File: src/rtl/scan_decoder_if.sv
// Select-line bus for scan_decoder: index/scan controls in, one-hot select and status out.
interface scan_decoder_if #(
  parameter int SEL_WIDTH = 2,
  parameter int NUM_OUT   = 4
);
  logic [SEL_WIDTH-1:0] sel_in;
  logic                 sel_valid;
  logic                 start;
  logic                 stop;
  logic                 wrap;
  logic [NUM_OUT-1:0]   onehot_out;
  logic [SEL_WIDTH-1:0] index_out;
  logic                 out_valid;
  logic                 busy;
  logic                 done;
  logic                 sel_err;

  modport master (
    output sel_in, sel_valid, start, stop, wrap,
    input  onehot_out, index_out, out_valid, busy, done, sel_err
  );

  modport slave (
    input  sel_in, sel_valid, start, stop, wrap,
    output onehot_out, index_out, out_valid, busy, done, sel_err
  );
endinterface

File: src/rtl/scan_decoder.sv
// Registered binary-to-one-hot decoder with an autonomous line scanner for
// Conway-grid row/column selection.
module scan_decoder #(
  parameter int SEL_WIDTH = 2,
  parameter int NUM_OUT   = 4,
  parameter int DWELL     = 1
) (
  input logic           clk,
  input logic           reset_n,
  scan_decoder_if.slave bus
);
  localparam int CW = $clog2(DWELL + 1);
  localparam logic [SEL_WIDTH:0]   NUM_OUT_W  = (SEL_WIDTH + 1)'(NUM_OUT);
  localparam logic [SEL_WIDTH-1:0] LAST_IDX   = SEL_WIDTH'(NUM_OUT - 1);
  localparam logic [SEL_WIDTH-1:0] IDX_ZERO   = {SEL_WIDTH{1'b0}};
  localparam logic [SEL_WIDTH-1:0] IDX_ONE    = SEL_WIDTH'(1'b1);
  localparam logic [CW-1:0]        DWELL_LAST = CW'(DWELL - 1);
  localparam logic [CW-1:0]        CNT_ZERO   = {CW{1'b0}};
  localparam logic [CW-1:0]        CNT_ONE    = CW'(1'b1);
  localparam logic [NUM_OUT-1:0]   OH_ONE     = NUM_OUT'(1'b1);

  typedef enum logic [1:0] {
    IDLE = 2'd0,
    HOLD = 2'd1,
    SCAN = 2'd2
  } state_t;

  state_t               state_r, state_s;
  logic [SEL_WIDTH-1:0] idx_r, idx_s;
  logic [CW-1:0]        dwell_r, dwell_s;
  logic [NUM_OUT-1:0]   onehot_r, onehot_s;
  logic                 valid_r;
  logic                 busy_r;
  logic                 done_r, done_s;
  logic                 sel_err_r, sel_err_s;

  // Next-state, next-index and pulse decode; index is forced to 0 whenever IDLE is entered.
  always_comb begin
    state_s   = state_r;
    idx_s     = idx_r;
    dwell_s   = dwell_r;
    done_s    = 1'b0;
    sel_err_s = 1'b0;
    case (state_r)
      IDLE, HOLD: begin
        if (bus.start) begin
          state_s = SCAN;
          idx_s   = IDX_ZERO;
          dwell_s = CNT_ZERO;
        end else if (bus.sel_valid) begin
          dwell_s = CNT_ZERO;
          if ({1'b0, bus.sel_in} < NUM_OUT_W) begin
            state_s = HOLD;
            idx_s   = bus.sel_in;
          end else begin
            state_s   = IDLE;
            idx_s     = IDX_ZERO;
            sel_err_s = 1'b1;
          end
        end else begin
          state_s = state_r;
        end
      end
      SCAN: begin
        // stop has priority over the end-of-scan decision taken in the same cycle
        if (bus.stop) begin
          state_s = IDLE;
          idx_s   = IDX_ZERO;
          dwell_s = CNT_ZERO;
        end else if (dwell_r == DWELL_LAST) begin
          dwell_s = CNT_ZERO;
          if (idx_r == LAST_IDX) begin
            if (bus.wrap) begin
              idx_s = IDX_ZERO;
            end else begin
              state_s = IDLE;
              idx_s   = IDX_ZERO;
              done_s  = 1'b1;
            end
          end else begin
            idx_s = idx_r + IDX_ONE;
          end
        end else begin
          dwell_s = dwell_r + CNT_ONE;
        end
      end
      default: begin
        state_s = IDLE;
        idx_s   = IDX_ZERO;
        dwell_s = CNT_ZERO;
      end
    endcase
    onehot_s = (state_s == IDLE) ? {NUM_OUT{1'b0}} : (OH_ONE << idx_s);
  end

  // State, counters and all outputs are registered here.
  always_ff @(posedge clk) begin
    if (!reset_n) begin
      state_r   <= IDLE;
      idx_r     <= IDX_ZERO;
      dwell_r   <= CNT_ZERO;
      onehot_r  <= {NUM_OUT{1'b0}};
      valid_r   <= 1'b0;
      busy_r    <= 1'b0;
      done_r    <= 1'b0;
      sel_err_r <= 1'b0;
    end else begin
      state_r   <= state_s;
      idx_r     <= idx_s;
      dwell_r   <= dwell_s;
      onehot_r  <= onehot_s;
      valid_r   <= (state_s != IDLE);
      busy_r    <= (state_s == SCAN);
      done_r    <= done_s;
      sel_err_r <= sel_err_s;
    end
  end

  assign bus.onehot_out = onehot_r;
  assign bus.index_out  = idx_r;
  assign bus.out_valid  = valid_r;
  assign bus.busy       = busy_r;
  assign bus.done       = done_r;
  assign bus.sel_err    = sel_err_r;
endmodule

File: src/flat_wrapper.sv
// flat-port wrapper written by rule: the top's interface ports become plain ports
module scan_decoder_flat 
#(
  parameter int SEL_WIDTH = 2,
  parameter int NUM_OUT   = 4,
  parameter int DWELL     = 1
)
  (clk, reset_n, bus_sel_in, bus_sel_valid, bus_start, bus_stop, bus_wrap, bus_onehot_out, bus_index_out, bus_out_valid, bus_busy, bus_done, bus_sel_err);
  scan_decoder_if #(.SEL_WIDTH(SEL_WIDTH), .NUM_OUT(NUM_OUT)) bus_i ();
  input logic clk;
  input logic reset_n;
  input wire logic [$bits(bus_i.sel_in)-1:0] bus_sel_in;
  input wire logic [$bits(bus_i.sel_valid)-1:0] bus_sel_valid;
  input wire logic [$bits(bus_i.start)-1:0] bus_start;
  input wire logic [$bits(bus_i.stop)-1:0] bus_stop;
  input wire logic [$bits(bus_i.wrap)-1:0] bus_wrap;
  output wire logic [$bits(bus_i.onehot_out)-1:0] bus_onehot_out;
  output wire logic [$bits(bus_i.index_out)-1:0] bus_index_out;
  output wire logic [$bits(bus_i.out_valid)-1:0] bus_out_valid;
  output wire logic [$bits(bus_i.busy)-1:0] bus_busy;
  output wire logic [$bits(bus_i.done)-1:0] bus_done;
  output wire logic [$bits(bus_i.sel_err)-1:0] bus_sel_err;
  assign bus_i.sel_in = bus_sel_in;
  assign bus_i.sel_valid = bus_sel_valid;
  assign bus_i.start = bus_start;
  assign bus_i.stop = bus_stop;
  assign bus_i.wrap = bus_wrap;
  assign bus_onehot_out = bus_i.onehot_out;
  assign bus_index_out = bus_i.index_out;
  assign bus_out_valid = bus_i.out_valid;
  assign bus_busy = bus_i.busy;
  assign bus_done = bus_i.done;
  assign bus_sel_err = bus_i.sel_err;
  scan_decoder #(.SEL_WIDTH(SEL_WIDTH), .NUM_OUT(NUM_OUT), .DWELL(DWELL)) u_core (.clk(clk), .reset_n(reset_n), .bus(bus_i));
endmodule
File: config.mk
export PLATFORM = sky130hd
export DESIGN_NAME = scan_decoder_flat
export DESIGN_NICKNAME = d
export VERILOG_FILES = /design/src/rtl/scan_decoder_if.sv /design/src/rtl/scan_decoder.sv /design/src/flat_wrapper.sv
export SDC_FILE = /design/constraint.sdc
export NUM_CORES = 1
export LEC_CHECK = 0
export CAP_MARGIN = 20
export CORE_AREA = 3 3 40 42
export CTS_BUF_LIST = sky130_fd_sc_hd__clkbuf_8
export CTS_CLUSTER_DIAMETER = 200
export DETAILED_ROUTE_END_ITERATION = 7
export DIE_AREA = 0 0 43 45
export HOLD_SLACK_MARGIN = 0.05
export MAX_ROUTING_LAYER = met4
export PLACE_DENSITY = 0.62
export SYNTH_ARGS = -nofsm -noshare
export SYNTH_HDL_FRONTEND = slang
export SYNTH_SLANG_ARGS = --single-unit
File: constraint.sdc
create_clock -name clk -period 2.85 [get_ports clk]
set_input_delay 0.57 -clock clk [delete_from_list [all_inputs] [get_ports clk]]
set_output_delay 0.57 -clock clk [all_outputs]
set_load 0.02 [all_outputs]
# After elaboration in Yosys (flattened, before gate mapping)
# Index checks and enable logic that the tools add are counted.
[totals] ff_bits=12 word_cells=43
[op_classes] reduce_logical=6 bitwise_logic=3 eq_ne=5 n_addsub=2 shift=1 muxes=19
[ops] operator="2-to-1 mux 2 bit" count=11
[ops] operator="one-hot mux 2 bit (2 select lines)" count=2
[ops] operator="== test 2 bit (second input constant)" count=3
[ops] operator="2-to-1 mux 1 bit" count=5
[ops] operator="OR reduction 5 bit" count=1
[ops] operator="zero test 2 bit" count=2
[ops] operator="OR reduction 2 bit" count=2
[ops] operator="left shift 1 x 2 -> 4 bit (first input constant)" count=1
[ops] operator="inequality test 3 bit (second input constant)" count=1
[ops] operator="inverter 1 bit" count=3
[ops] operator="adder 2 x 1 -> 2 bit (second input constant)" count=1
[ops] operator="== test 2 x 1 -> 1 bit (second input constant)" count=1
[ops] operator="one-hot mux 1 bit (2 select lines)" count=1
[ops] operator="nonzero test 2 bit" count=1
[ops] operator="adder 1 bit (second input constant)" count=1

# Longest topological paths before layout
# Gate-level depths: netlist of run 1.
[depth] word_depth=7 mapped_depth=4

# Worst setup path after synthesis of run 1
# Ideal clock, no wire load.
[synth_path] path_type="input-to-reg" from="input bus_start" to="register u_core.onehot_r[0], in the netlist u_core.bus.onehot_out[0]" setup_slack_ns=1.387 path_stages=3 path_buffers=0 t_arrival_ns=1.346 cell_sequence="or4_1 -> nand3_2 -> and4bb_1"
[synth_via] elab_chain_len=4 elab_cells_between_ends=7 cone_classes="1 x shift; 4 x mux; 2 x reduce/logical"
[synth_rtl] element="start, declared" line="flat_wrapper.sv:14" rtl="input wire logic [$bits(bus_i.start)-1:0] bus_start;"
[synth_rtl] element="2-to-1 mux 2 bit" line="scan_decoder.sv:46" rtl="if (bus.start) begin"
[synth_rtl] element="one-hot mux 2 bit (2 select lines)" line="scan_decoder.sv:44" rtl="case (state_r)"
[synth_rtl] element="zero test 2 bit" line="scan_decoder.sv:93" rtl="onehot_s = (state_s == IDLE) ? {NUM_OUT{1'b0}} : (OH_ONE << idx_s);"
[synth_rtl] element="OR reduction 2 bit (no source line)"
[synth_rtl] element="end signal, assigned" line="scan_decoder.sv:102" rtl="onehot_r <= {NUM_OUT{1'b0}};"
[synth_rtl] element="end signal, assigned" line="scan_decoder.sv:111" rtl="onehot_r <= onehot_s;"
[synth_rtl] element="end, declared" line="scan_decoder.sv:31" rtl="logic [NUM_OUT-1:0] onehot_r, onehot_s;"
# Parallel ways exist; a longest one is shown, timed or not.
# A chain may end at the register's enable or synchronous reset.

# Worst setup path in the final report of run 1
[layout_path] from="input bus_sel_valid" to="register u_core.onehot_r[1], in the netlist u_core.bus.onehot_out[1]"
[layout_via] elab_chain_len=5 elab_cells_between_ends=9 cone_classes="1 x shift; 6 x mux; 2 x reduce/logical"
[layout_rtl] element="start, declared" line="flat_wrapper.sv:13" rtl="input wire logic [$bits(bus_i.sel_valid)-1:0] bus_sel_valid;"
[layout_rtl] element="2-to-1 mux 2 bit" line="scan_decoder.sv:50" rtl="end else if (bus.sel_valid) begin"
[layout_rtl] element="2-to-1 mux 2 bit" line="scan_decoder.sv:46"
[layout_rtl] element="one-hot mux 2 bit (2 select lines)" line="scan_decoder.sv:44"
[layout_rtl] element="zero test 2 bit" line="scan_decoder.sv:93"
[layout_rtl] element="OR reduction 2 bit (no source line)"
# Parallel ways exist; a longest one is shown, timed or not.

==> results of run 1 <==
-- power by group --
part,internal [uW],leakage (uW),switching [uW]
registers,163,0.0000902,4.98
logic,30.9,0.000142,27.9
clock network,93.9,0.0000269,51.3
total,287,0.000259,84.2
-- sequential cells by signal, summed over array words and instances, names as in the netlist --
| signal | count |
|---|---|
| u_core.state_r | 2 |
| u_core.bus.out_valid | 1 |
| u_core.bus.index_out | 2 |
| u_core.bus.done | 1 |
| u_core.bus.busy | 1 |
| u_core.bus.onehot_out | 4 |
-- placed cells by master, fill, tap and decap left out, types with 2 or more instances in the layout --
cell,instances
sky130_fd_sc_hd__inv_1,2
sky130_fd_sc_hd__clkdlybuf4s50_1,16
sky130_fd_sc_hd__a21oi_1,2
sky130_fd_sc_hd__nor2_1,6
sky130_fd_sc_hd__nand2_1,2
sky130_fd_sc_hd__dfxtp_1,11
sky130_fd_sc_hd__nand2b_1,2
sky130_fd_sc_hd__clkbuf_8,3
-- area by class of cell --
type,instances,area (um^2)
inverter,1,3.754
clock buffer,3,41.29
clock inverter,1,3.754
sequential,11,220.2
timing repair buffer,16,160.2
fill,121,630.6
multi-input combinational,29,206.4
tap,15,18.77
-- how the worst max path moves through the flow --
stage / start / endpoint / slack, ns / depth (start not counted)
5_1_grt: bus_sel_valid / u_core.bus.onehot_out[1]$_SDFF_PP0_ / 0.88 / 4
6_report: bus_sel_valid / u_core.bus.onehot_out[1]$_SDFF_PP0_ / 0.94 / 4
3_5_place_dp: bus_sel_valid / u_core.bus.onehot_out[1]$_SDFF_PP0_ / 0.70 / 4
4_1_cts: bus_sel_valid / u_core.bus.onehot_out[1]$_SDFF_PP0_ / 0.93 / 4
2_1_floorplan: bus_start / u_core.bus.onehot_out[0]$_SDFF_PP0_ / 1.39 / 3
3_3_place_gp: bus_sel_valid / u_core.bus.onehot_out[1]$_SDFF_PP0_ / 0.70 / 4
-- per-stage QoR --
step	utilization, %	std cells	setup slack (ns)
floorplan	-	42	1.387
global placement	47.42	72	0.7005
finish	50.93	76	0.9392
CTS	50.93	76	0.9311
global route	50.93	76	0.8784
detailed placement	47.42	72	0.7001
-- worst max-delay path, cell delays in order --
cell and delay (ns):
sky130_fd_sc_hd__clkdlybuf4s50_1 0.52, sky130_fd_sc_hd__mux2_1 0.34, sky130_fd_sc_hd__a32oi_1 0.34, sky130_fd_sc_hd__nor4b_2 0.27
-- cell families after synthesis --
logic type,after synthesis,synth area share [%]
simple gates,19,27.71
flops,11,50.29
compound gates,6,10.57
buf+inv,2,2.571
mux,2,5.142
fa+ha+maj,1,2.857
other cells,1,0.8563
-- routing by layer --
metal	share of wire, %	global-route usage (%)
met5	0	-
met4	1.8	5.422
met3	5.9	3.984
met2	46	14.07
met1	46	12.56
-- Yosys cell counts --
cell	instances	area, um^2
sky130_fd_sc_hd__buf_4	1	7.510
sky130_fd_sc_hd__nor3_1	1	5.000
sky130_fd_sc_hd__conb_1	1	3.750
sky130_fd_sc_hd__or4_1	1	7.510
sky130_fd_sc_hd__a21oi_1	2	10.01
sky130_fd_sc_hd__or3b_1	1	8.760
sky130_fd_sc_hd__nor4b_1	1	8.760
sky130_fd_sc_hd__nand2_1	2	7.510
sky130_fd_sc_hd__mux2_2	1	11.26
sky130_fd_sc_hd__ha_1	1	12.51
sky130_fd_sc_hd__and4bb_1	1	12.51
sky130_fd_sc_hd__o21ai_0	1	5.000
sky130_fd_sc_hd__nand2b_1	2	12.51
sky130_fd_sc_hd__mux2_1	1	11.26
sky130_fd_sc_hd__nand3_2	1	10.01
sky130_fd_sc_hd__a2bb2oi_2	1	15.01
sky130_fd_sc_hd__nor4b_2	1	15.01
sky130_fd_sc_hd__inv_1	1	3.750
sky130_fd_sc_hd__a32oi_1	1	8.760
sky130_fd_sc_hd__nor4_1	1	6.260
sky130_fd_sc_hd__nand3_1	1	5.000
sky130_fd_sc_hd__dfxtp_1	11	220.2
sky130_fd_sc_hd__nor2_1	6	22.52
sky130_fd_sc_hd__a21boi_1	1	7.510
==> metrics list, run 1 <==
* Count of distinct cell types in the synthesized netlist: 24
- After layout, the minimum clock period comes to about 1.9 ns.
- Counting instances, the worst hold path has a depth of 2.
* Post-detailed-route count of antenna-violating nets: 0
- The clock net in this run drives a total of 11 sinks.
* Share of the clock period used by the worst path: around two thirds
- Pwr per Cell Area: between 500 and 600 nW/um^2
- For this block, the routed nets add up to 865 um of wire.
- Total design power: ~370 uW
- Gates resized, CTS repair: 0
- The placed instances occupy a cell area of a little over 600 um^2.
* Finish-stage setup viols: 0
- Average wire per cell in the routed design: roughly 11 um
- The congestion estimate from routability-driven global placement came to between 0.7 and 0.8.
- CTS placed an instance of sky130_fd_sc_hd__clkbuf_8 at the clock tree root.
- Based on the critical path, the design can be clocked at up to around 0.52 GHz.
- Maximum number of pins on one net before global-route repair: 9
- Vias in the first global route: between 300 and 400
* Ratio of routed vias to standard cells: 4.829
- Core footprint: 1285 um^2
- Number of nets produced by synthesis: 51
- The worst setup path is launched from an input pin.
* Summed instance area of the synthesized netlist: about 440 um^2
- Final-report max-slew violation count: 0
- Setup slack on the worst reg-to-reg path comes out at ~1.5 ns.
- The worst setup path is of the input pin to flip-flop kind.
- The synthesized design contains 11 register bits.
- Die H: around 45 um
- Antenna violations before repair: 0
* Setup skew after layout: roughly 0.0057 ns
- Area Growth Syn to Fin: 49.43%
* Max-cap violation count: 0
- During synthesis, Yosys emitted a total of 0 warnings.
- Critical Path AT: 2.05 ns
* Unrepaired setup endpoints after global routing: no
* Post-CTS repair timing setup buffer count: 0
- The floorplan step defined a die boundary enclosing a little under 2000 um^2.
- Worst-path fanout max: 5
* Standby leakage power: approximately 0.00026 uW
- Total DRC errors in the routed layout: 0
- Destination of the worst hold path: u_core.state_r[1]$_SDFF_PN0_
* Count of buffers inserted at the top-level ports: 16
- The worst-case IR drop observed on VDD is between 0.2 and 0.3 mV.
- Number of buffers inserted during clock tree synthesis: 3
- CTS Buffer Depth: 2
* Share of the yosys chip area belonging to registers: around 50%
- The initial utilization of the core area, before any placement, comes to approximately a third.
- Path class of the lowest-slack min-delay path: flip-flop to flip-flop
- Reg-to-reg critical path startpoint: u_core.bus.index_out[0]$_SDFF_PN0_
* Worst reg2reg path depth: 3
- FP Rows: 13
* Layout Nets: 71
* Congestion Overflow GR: 0
- Clock input transition at the sequential cells of the worst setup and hold paths: 0.05 ns
- Global routing consumed, over all layers together, 10.13% of the routing resources.
- STA classifies the critical path endpoint as a flip-flop.
- Diode count: 0
- Via total after detailed routing: ~370
* Required time of the critical path: between 2 and 3 ns
* Chip width: between 40 and 50 um
* First-pass GRT wire length: ~1400 um
* Clock tree from TritonCTS: built
- Number of instances in the synthesized netlist: 42
- Post-route cell area: between 600 and 700 um^2
- Hold repair after CTS inserted 0 buffers.
* Average cell area after synthesis: between 10 and 15 um^2
- On the final layout, the worst hold slack is ~0.57 ns.
* Worst-Skew Late Latency: between 0.2 and 0.25 ns
- I/O Pins: 18
* Detailed Place HPWL: between 600 and 700 um
- Setup TNS: 0 ns
* H-tree depth: 1
* Startpoint of the tightest hold check path: u_core.state_r[1]$_SDFF_PN0_
- Fraction of layout cells with a size suffix above 1: a little under an eighth
* Worst flop-to-flop path endpoint: u_core.bus.onehot_out[1]$_SDFF_PP0_
- DRT iter0 DRCs: 7
- For this run, the detailed router's first-pass iteration total came to 2.
- The flow ran to the end, and the final reports show no timing, DRC or antenna violations.
- The number of failing hold endpoints at the final stage came to 0.
Power figures use the tool's default switching activity.
==> inputs of run 2 (changes only) <==
clock period = 1.8 ns   (was 2.85 ns; I/O delays follow)
==> run 2 against run 1 <==
Register-to-register slack lost 1.1 ns. Non-clock buffer count grew 5. Via count grew 1.4%. Design area grew 5.7%. First-iteration DRC count shrank 71%. Count of clock-buffer cells in the layout is the same. Sequential share of layout area shrank 1.8 points. Power grew 64%. Global-route usage grew 1.1 points. Clock power grew 65%. Critical path type is now flip-flop to output port. Largest power group unchanged.
==> metrics list, run 2 (same netlist as run 1, synthesis figures left out) <==
- Outcome: complete, no violations
- The tightest min-delay check is of the flip-flop to flip-flop type.
* Pwr per Cell Area: 878.9 nW/um^2 (+55%)
* Placer Congestion: 0.7155 (-0.50%)
- The clock latency on the worst-skew pair came to 0.24 ns (about the same).
* Clock input transition at the sequential cells of the worst setup and hold paths: 0.05 ns (about the same)
- Kind of cell adding the most delay to the critical path: buffers and inverters
- The standard-cell row count is 13 (unchanged).
* Final-report max-slew violation count: 0 (unchanged)
- Setup Crit Path Kind: flip-flop to output port
* Total area of sequential cells: 220.2 um^2 (unchanged)
- DP Area: 646.9 um^2 (+6.2%)
* Congestion Overflow GR: 0 (unchanged)
* Standby leakage power: 0.0002817 uW (+8.7%)
- DR pass1 iterations: 2 (unchanged)
- Count of buffers inserted at the top-level ports: 16 (unchanged)
* Peak supply drop: 0.4018 mV (+47%)
- The number of filler instances in the final layout was 123 (+1.7%).
* Total number of cells along the worst setup path: 1 (-3)
- Share of the clock period used by the worst path: between 80% and 90%
* DRT iter0 DRCs: 2 (-5)
- TritonCTS built the clock tree.
* Diode count: 0 (unchanged)
- The multi-input logic area came to 206.4 um^2 (unchanged).
- Worst-path fanout max: 4 (-1)
- The fraction of layout cells with a size suffix above 1 came to 18.18% (+6.7 points).
- The overall power came to 608.1 uW (+64%).
- The count of pins on the block boundary came to 18 (unchanged).
- In the layout the commonest cells are sky130_fd_sc_hd__clkdlybuf4s50_1 (16), sky130_fd_sc_hd__dfxtp_1 (11), sky130_fd_sc_hd__nor2_1 (6).
* Hold buffer count at CTS: 0 (unchanged)
- Number of buffers inserted during clock tree synthesis: 3 (unchanged)
* Die Outline Area: 1935 um^2 (unchanged)
- Number of cells traversed by the worst hold path: 2 (unchanged)
- The deepest clock path buffer count was 2 (unchanged).
- Total DRC errors in the routed layout: 0 (unchanged)
* Worst reg2reg path depth: 4 (+1)
- The worst setup path is launched from a flip-flop.
- Post-route cell area: 691.9 um^2 (+5.7%)
* Required time of the critical path: 1.44 ns (-1.54 ns)
- Relative to the synthesized area, the layout overhead comes to 58.00%.
- Die H: 45 um (unchanged)
* Most frequent standard cell in the layout excluding fill and tap cells: sky130_fd_sc_hd__clkdlybuf4s50_1
- Traced cell by cell, the critical path runs through clkdlybuf4s50_1.
- The number of clock sinks came to 11 (unchanged).
- The worst clock skew was 0.001325 ns (-0.004399 ns).
- Antenna violations before repair: 0 (unchanged)
* GRT Util Overall: 11.26% (+1.1 points)
- Gates resized, CTS repair: 0 (unchanged)
- The worst path in the final design needs a cycle of roughly 1.6 ns, including I/O delays and setup.
- The number of nets still failing antenna checks after routing was 0 (unchanged).
- The global-route wire length before repair came to 1483 um (+5.4%).
- Cell with the biggest individual delay on the critical path: sky130_fd_sc_hd__clkdlybuf4s50_1
* Total wirelength of the detailed-routed design: 874 um (+1.0%)
- Critical Path End Type: output port
- Setup repair after global routing left no endpoint under its margin.
- Max-cap violation count: 0 (unchanged)
* Via total after detailed routing: 372 (+1.4%)
- Effective utilization at floorplan: 34.08% (unchanged)
* Ratio of routed vias to standard cells: 4.593 (-4.9%)
- Crit path buf inv count: 1 (unchanged)
- Critical Path AT: 1.25 ns (-0.80 ns)
- Critical path's largest stage delay: 0.63 ns (+0.11 ns)
- The final-stage net count came to 76 (+7.0%).
- The number of endpoints failing setup at the final stage came to 0 (unchanged).
- For this run, the top clock speed supported by timing is between 0.6 and 0.7 GHz.
- The maximum number of pins on one net before global-route repair came to 9 (unchanged).
* Average wire per cell in the routed design: 10.79 um (-5.2%)
- The number of failing hold endpoints at the final stage was 0 (unchanged).
* Flip-flop count of the largest register after layout: 4 (unchanged)
* Core footprint: 1285 um^2 (unchanged)
- Utilization after layout: 53.85% (+2.9 points)
- The H-tree level count was 1 (unchanged).
- CTS root buf: sky130_fd_sc_hd__clkbuf_8
- Chip width: 43 um (unchanged)
* Post-CTS repair timing setup buffer count: 0 (unchanged)
- Vias in the first global route: 363 (+11%)
==> run 2: layout make-up <==
class | instances | area share, %
repair buffers | 21 | 28.57
well taps | 15 | 2.712
multi-input cells | 29 | 29.84
inverters | 1 | 0.5425
flip-flops and latches | 11 | 31.83
clock buffers | 3 | 5.967
clock inverters | 1 | 0.5425
==> run 2: worst paths after layout <==
path	start	end	slack (ns)
hold / removal	u_core.state_r[1]$_SDFF_PN0_	u_core.bus.busy$_SDFF_PN0_	0.58
setup / recovery	u_core.bus.index_out[0]$_SDFF_PN0_	bus_index_out[0]	0.19
setup reg to reg	u_core.state_r[1]$_SDFF_PN0_	u_core.bus.onehot_out[1]$_SDFF_PP0_	0.39
hold reg to reg	u_core.state_r[1]$_SDFF_PN0_	u_core.bus.busy$_SDFF_PN0_	0.58
==> run 2: where the power goes <==
part / switching, uW / total [uW] / internal [uW]
combinational: 45.1 / 104 / 58.5
clock: 90.0 / 239 / 149
sequential: 7.75 / 265 / 257
total: 143 / 608 / 465
==> run 2: metal layers <==
layer	GRT usage, %	vias up	wire (um)
met1	11.89	161	398
met3	6.375	2	65
li1	-	198	-
met2	16.17	11	396
met5	-	-	0
met4	7.229	0	14
==> run 2: metrics by stage <==
stage | worst slack [ns] | cells | hold slack [ns] | setup TNS, ns
2_1_floorplan | 0.4161 | 42 | 0.4792 | 0
3_3_place_gp | -0.01999 | 77 | 0.5627 | -0.05672
3_5_place_dp | -0.01955 | 77 | 0.5666 | -0.04363
4_1_cts | 0.1728 | 81 | 0.5680 | 0
5_1_grt | 0.1287 | 81 | 0.6236 | 0
6_report | 0.1944 | 81 | 0.5767 | 0
